<file path="config.mk">
export PLATFORM = sky130hd
export DESIGN_NAME = char_text_buffer_flat
export DESIGN_NICKNAME = d
export VERILOG_FILES = /design/src/rtl/char_text_buffer_if.sv /design/src/rtl/char_text_buffer.sv /design/src/flat_wrapper.sv
export SDC_FILE = /design/constraint.sdc
export NUM_CORES = 2
export LEC_CHECK = 0
export ABC_AREA = 1
export CELL_PAD_IN_SITES_DETAIL_PLACEMENT = 0
export CELL_PAD_IN_SITES_GLOBAL_PLACEMENT = 1
export CORE_UTILIZATION = 56
export DETAILED_ROUTE_END_ITERATION = 16
export HOLD_SLACK_MARGIN = 0.02
export MAX_ROUTING_LAYER = met4
export PLACE_DENSITY = 0.91
export SYNTH_ARGS = -nofsm -noshare
export SYNTH_HDL_FRONTEND = slang
export SYNTH_SLANG_ARGS = --single-unit
export TNS_END_PERCENT = 10
</file>
<file path="constraint.sdc">
create_clock -name pclk -period 22.4 [get_ports pclk]
set_clock_uncertainty 0.1 [all_clocks]
set_input_delay 2.24 -clock pclk [delete_from_list [all_inputs] [get_ports pclk]]
set_output_delay 2.24 -clock pclk [all_outputs]
set_load 0.005 [all_outputs]
</file>
<file path="src/rtl/char_text_buffer_if.sv">
// Bus between game-state/renderer logic and char_text_buffer.
// master: drives addresses, writes, selection and vsync; slave: the buffer.
interface char_text_buffer_if #(
    parameter int unsigned ROW_BITS = 4,
    parameter int unsigned COL_BITS = 4,
    parameter int unsigned CODE_W   = 7
) ();
    logic [ROW_BITS+COL_BITS-1:0] char_xy;
    logic [CODE_W-1:0]            code;
    logic                         hl;
    logic                         wr_en;
    logic [ROW_BITS+COL_BITS-1:0] wr_xy;
    logic [CODE_W-1:0]            wr_code;
    logic                         wr_ack;
    logic [ROW_BITS-1:0]          sel_row;
    logic                         sel_en;
    logic                         vsync;
    logic                         init_busy;

    modport master (
        output char_xy, wr_en, wr_xy, wr_code, sel_row, sel_en, vsync,
        input  code, hl, wr_ack, init_busy
    );

    modport slave (
        input  char_xy, wr_en, wr_xy, wr_code, sel_row, sel_en, vsync,
        output code, hl, wr_ack, init_busy
    );
endinterface

</file>
<file path="src/rtl/char_text_buffer.sv">
// Writable on-screen character buffer with self-clearing init and row highlight.
// Optional highlight blinking on vsync is enabled by defining CHAR_BLINK_EN.
module char_text_buffer #(
    parameter int unsigned      COL_BITS     = 4,
    parameter int unsigned      ROW_BITS     = 4,
    parameter int unsigned      CODE_W       = 7,
    parameter logic [CODE_W-1:0] BLANK_CODE  = 'h20,
    parameter int unsigned      BLINK_FRAMES = 30
) (
    input  logic                pclk,
    input  logic                rst_n,
    char_text_buffer_if.slave   bus
);
    localparam int unsigned AW    = ROW_BITS + COL_BITS;
    localparam int unsigned DEPTH = 2 ** AW;

    localparam logic [0:0] ST_INIT = 1'b0;
    localparam logic [0:0] ST_RUN  = 1'b1;

    logic [0:0]        state;
    logic [AW-1:0]     init_cnt;
    logic [CODE_W-1:0] mem [DEPTH];
    logic              we;
    logic [AW-1:0]     waddr;
    logic [CODE_W-1:0] wdata;
    logic              blink_on;

    // One write port shared by the clearing sweep and run-time writes.
    always_comb begin
        we    = 1'b0;
        waddr = init_cnt;
        wdata = BLANK_CODE;
        if (rst_n) begin
            if (state == ST_INIT) begin
                we = 1'b1;
            end else if (bus.wr_en) begin
                we    = 1'b1;
                waddr = bus.wr_xy;
                wdata = bus.wr_code;
            end
        end
    end

    always_ff @(posedge pclk) begin
        if (we)
            mem[waddr] <= wdata;
    end

    always_ff @(posedge pclk) begin
        if (!rst_n) begin
            state         <= ST_INIT;
            init_cnt      <= '0;
            bus.init_busy <= 1'b1;
            bus.code      <= BLANK_CODE;
            bus.hl        <= 1'b0;
            bus.wr_ack    <= 1'b0;
        end else begin
            case (state)
                ST_INIT: begin
                    bus.code   <= BLANK_CODE;
                    bus.hl     <= 1'b0;
                    bus.wr_ack <= 1'b0;
                    init_cnt   <= init_cnt + 1'b1;
                    if (&init_cnt) begin
                        state         <= ST_RUN;
                        bus.init_busy <= 1'b0;
                    end
                end
                default: begin
                    bus.code   <= mem[bus.char_xy];
                    bus.hl     <= bus.sel_en && (bus.char_xy[AW-1:COL_BITS] == bus.sel_row)
                                  && blink_on;
                    bus.wr_ack <= bus.wr_en;
                end
            endcase
        end
    end

`ifdef CHAR_BLINK_EN
    localparam int unsigned FW = $clog2(BLINK_FRAMES + 1);

    logic          vs_cur;
    logic          vs_prev;
    logic [FW-1:0] frame_cnt;

    always_ff @(posedge pclk) begin
        if (!rst_n) begin
            vs_cur    <= 1'b0;
            vs_prev   <= 1'b0;
            frame_cnt <= '0;
            blink_on  <= 1'b1;
        end else begin
            vs_cur  <= bus.vsync;
            vs_prev <= vs_cur;
            if (vs_cur && !vs_prev) begin
                if (frame_cnt == FW'(BLINK_FRAMES - 1)) begin
                    frame_cnt <= '0;
                    blink_on  <= ~blink_on;
                end else begin
                    frame_cnt <= frame_cnt + 1'b1;
                end
            end
        end
    end
`else
    logic unused_blink;

    assign blink_on     = 1'b1;
    assign unused_blink = bus.vsync ^ BLINK_FRAMES[0];
`endif

endmodule

</file>
<file path="src/flat_wrapper.sv">
// flat-port wrapper written by rule: the top's interface ports become plain ports
module char_text_buffer_flat 
#(
    parameter int unsigned      COL_BITS     = 4,
    parameter int unsigned      ROW_BITS     = 4,
    parameter int unsigned      CODE_W       = 7,
    parameter logic [CODE_W-1:0] BLANK_CODE  = 'h20,
    parameter int unsigned      BLINK_FRAMES = 30
)
  (pclk, rst_n, bus_char_xy, bus_wr_en, bus_wr_xy, bus_wr_code, bus_sel_row, bus_sel_en, bus_vsync, bus_code, bus_hl, bus_wr_ack, bus_init_busy);
  char_text_buffer_if #(.ROW_BITS(ROW_BITS), .COL_BITS(COL_BITS), .CODE_W(CODE_W)) bus_i ();
  input  logic pclk;
  input  logic rst_n;
  input wire logic [$bits(bus_i.char_xy)-1:0] bus_char_xy;
  input wire logic [$bits(bus_i.wr_en)-1:0] bus_wr_en;
  input wire logic [$bits(bus_i.wr_xy)-1:0] bus_wr_xy;
  input wire logic [$bits(bus_i.wr_code)-1:0] bus_wr_code;
  input wire logic [$bits(bus_i.sel_row)-1:0] bus_sel_row;
  input wire logic [$bits(bus_i.sel_en)-1:0] bus_sel_en;
  input wire logic [$bits(bus_i.vsync)-1:0] bus_vsync;
  output wire logic [$bits(bus_i.code)-1:0] bus_code;
  output wire logic [$bits(bus_i.hl)-1:0] bus_hl;
  output wire logic [$bits(bus_i.wr_ack)-1:0] bus_wr_ack;
  output wire logic [$bits(bus_i.init_busy)-1:0] bus_init_busy;
  assign bus_i.char_xy = bus_char_xy;
  assign bus_i.wr_en = bus_wr_en;
  assign bus_i.wr_xy = bus_wr_xy;
  assign bus_i.wr_code = bus_wr_code;
  assign bus_i.sel_row = bus_sel_row;
  assign bus_i.sel_en = bus_sel_en;
  assign bus_i.vsync = bus_vsync;
  assign bus_code = bus_i.code;
  assign bus_hl = bus_i.hl;
  assign bus_wr_ack = bus_i.wr_ack;
  assign bus_init_busy = bus_i.init_busy;
  char_text_buffer #(.COL_BITS(COL_BITS), .ROW_BITS(ROW_BITS), .CODE_W(CODE_W), .BLANK_CODE(BLANK_CODE), .BLINK_FRAMES(BLINK_FRAMES)) u_core (.pclk(pclk), .rst_n(rst_n), .bus(bus_i));
endmodule
</file>
==> metrics.md <==
| Metric | Value |
|---|---|
| Least-Margin Pin Slew | `between 1 and 1.5 ns` |
| WS Path Type | `input port to flop` |
| Routed length per instance | `23.0 um` |
| Post-CTS Setup Repair Bufs | `0` |
| GPL Wtd Cong | `0.888` |
| Final period util | `28.6%` |
| Cells after Synth | `6350` |
| Syn. warnings | `0` |
| Die extent in y | `365 um` |
| # IOs | `42` |
| CP Capture Type | `flop` |
| Multiplexer area fraction after synthesis | `0%` |
| DP HPWL | `around 100 mm` |
| DIE AREA | `between 0.1 and 0.15 mm2` |
| RR Startpoint | `u_core.state` |
| Initial antenna violation count | `3` |
| Fmax | `156 MHz` |
| Core area | `0.130 mm2` |
| Simple-gate share of the synthesized area | `23.4%` |
| Final min period | `roughly 6.4 ns` |
| Synth top area share | `approximately 73%` |
| Crit. Startpoint | `bus_char_xy[0]` |
| Worst-path clk slew | `0.06 ns` |
| Req. time, crit path | `23.02 ns` |
| Cell-internal power | `5430 uW` |
| Critical Path End | `u_core.bus.code[1]` |
| Final setup viols | `0` |
| TNS Setup | `0 ns` |
| P_sw | `1490 uW` |
| Top_reg_cell synth | `edfxtp_1` |
| PortBufs | `40` |
| Hold Vio Cnt, Final | `0` |
| Crit Path Max Fanout | `roughly 160` |
| Main combinational cell family by area after synthesis | `simple AND/OR/NAND/NOR gates` |
| Clk Tree Root Cell | `clkbuf_16` |
| Cell Pwr Density | `85.6 mW/mm2` |
| FF-to-FF End | `u_core.mem[82][0]` |
| First-pass iteration count of the detailed router | `6` |
| Post-CTS Hold Buffers | `0` |
| Vias | `48458` |
| R2R depth | `11` |
| CTS H-Tree Depth | `4` |
| Leak | `0.0278 uW` |
| Total Routing Usage GR | `about 29%` |
| CP startpoint kind | `input port` |
| Synthesized area | `about 0.074 mm2` |
| CTS tree | `done` |
| Compound-Gate Fraction of Synth Area | `0.373%` |
| Sink Count | `1811` |
| Post-synthesis adder-cell area fraction | `0.0170%` |
| Post-synthesis register bit count | `between 1500 and 2000` |
| First-pass GRT wire length | `277 mm` |
| Arrival @ worst endpoint | `7.03 ns` |
| Routed Antenna Nets | `0` |
| Clock power share | `41.9%` |
| P&R area growth vs syn | `9.59%` |
| DRC Markers | `0` |
| Worst ir drop on vdd | `69.9 uV` |
| Sequential Power Share | `approximately 53%` |
| Fin nets | `6243` |
| Top cells by area, synth | `edfxtp_1, nand3_1, nand2_1` |
| Vias in the first global route | `45864` |
| RSZ-0062 raised after global routing | `no` |
| Routed Wire Length | `186 mm` |
| Post-CTS sizing | `0` |
| Skew-Pair Late Insertion Delay | `0.78 ns` |
| HP Class | `flop to flop` |
| XOR/XNOR share of the synthesized area | `0%` |
| Net Count, Synth | `6383` |
| Num CTS Buffers | `177` |
| DR vias/cell | `approximately 6` |
| Power consumption | `6920 uW` |
| Slew Limit Fails | `0` |
| Seq/Total Area, Yosys | `between 70% and 80%` |
| Number of distinct library cells after synthesis | `32` |
| Worst rel slew slack | `between 20% and 30%` |
| Starting utilization of the core area | `56.7%` |
| Die X | `365 um` |
| Logic gate share of total power | `5.1%` |
| Layout cells sized above 1 | `5.73%` |
| Largest net degree at the start of global routing | `202` |
| Num rows | `around 130` |
| Max Cap Viol | `0` |
| Max Root-Sink Buffers | `3` |
| FF-to-FF setup slack | `18.09 ns` |
| Initial DRC count | `6264` |
| Number of flops mapped to enable cells by yosys | `1792` |
| Gr ovfl total | `0` |
| Largest area contributor in the netlist | `edfxtp_1` |
| Syn Area/Cell | `11.6 um2` |
| Run status | `completed` |
| Post-synth ARST share | `0%` |
| Sw Ratio | `21.6%` |
## power groups by stage
stage / Combinational (uW) / Clock [uW] / Sequential (uW)
floorplan: 235 / 0 / 3740
global route: 385 / 3050 / 3670
detailed placement: 347 / 0 / 3740
global placement: 340 / 0 / 3740
finish: 354 / 2900 / 3670
CTS: 348 / 2910 / 3670
## final cells by class
cell class / instances / area (um2)
diodes: 3 / 7.51
clock buffers: 218 / 4740
clock inverters: 99 / 908
fillers: 9748 / 49300
inverters: 61 / 254
multi-input cells: 4048 / 17600
flip-flops and latches: 1811 / 54200
well taps: 1742 / 2180
repair buffers: 111 / 1000
## synthesized netlist by cell type, types with 7 or more instances
library cell  count
nor2_1          296
o21ai_0          12
nand3_1        1682
buf_1            45
inv_1            50
edfxtp_1       1792
a21oi_1          16
nand2_1        2003
dfxtp_1          19
inv_2             7
clkbuf_1        219
buf_2           162
## cells by family (layout without fill, tap and decap cells)
logic type	after synthesis	count (layout)
other cells	0	3
flops	1811	1811
simple gates	4005	4005
fa+ha+maj	1	1
compound gates	42	42
buf+inv	491	489
## state kept, by name (all words and copies together) (netlist names)
name and count:
u_core.bus.code 7, u_core.bus.hl 1, u_core.bus.init_busy 1, u_core.bus.wr_ack 1, u_core.init_cnt 8, u_core.mem 1792, u_core.state 1
## worst max-delay path, stage by stage
cell,delay (ns)
buf_8,0.23
inv_8,0.71
buf_4,0.98
buf_4,0.92
nand2_1,0.10
nand3_1,0.14
nand3_1,0.11
nand3_1,0.14
nand2_1,0.07
nand2_1,0.13
nand3_1,0.23
nand3_1,0.28
nand3_1,0.29
a21oi_1,0.21
## metrics by stage
stage / std cells / hold slack [ns] / cell area (um2) / utilization [%] / setup WS (ns)
floorplan: 6350 / 0.343 / 73800 / - / 12.22
global placement: 7773 / 0.335 / 75200 / 57.8 / 15.41
detailed placement: 7773 / 0.355 / 75200 / 57.8 / 15.37
CTS: 8090 / 0.365 / 80800 / 62.1 / 16.18
global route: 8091 / 0.384 / 80800 / 62.1 / 15.83
finish: 8093 / 0.358 / 80800 / 62.1 / 15.99
## worst min path at each step
stage	endpoint	from	slack [ns]	cells past startpoint
detailed placement	u_core.bus.init_busy	u_core.bus.init_busy	0.36	2
global placement	u_core.bus.init_busy	u_core.bus.init_busy	0.33	2
finish	u_core.bus.init_busy	u_core.bus.init_busy	0.36	2
CTS	u_core.bus.init_busy	u_core.bus.init_busy	0.37	2
floorplan	u_core.bus.init_busy	u_core.bus.init_busy	0.34	2
global route	u_core.bus.init_busy	u_core.bus.init_busy	0.38	2
## metal layers
layer / up-vias / global-route usage, % / share of wire (%)
met5: - / - / 0
met4: 0 / 11.9 / 3.8
met3: 388 / 5.24 / 11
met2: 2602 / 43.7 / 47
met1: 23391 / 38.5 / 39
li1: 22077 / - / -
## cells in the final DEF, fill, tap and decap left out, drive strengths merged
master,n
nand2,2006
edfxtp,1792
nor3,7
or2,4
nor2,304
diode,3
nand4,1
dfxtp,19
o21ai,18
o2111ai,2
o22ai,1
a21oi,17
clkbuf,219
inv,66
buf,75
ha,1
clkdlybuf4s50,35
a31oi,3
clkinv,72
nand3,1683
bufinv,14
clkinvlp,8
o41ai,1
Power figures use the tool's default switching activity.
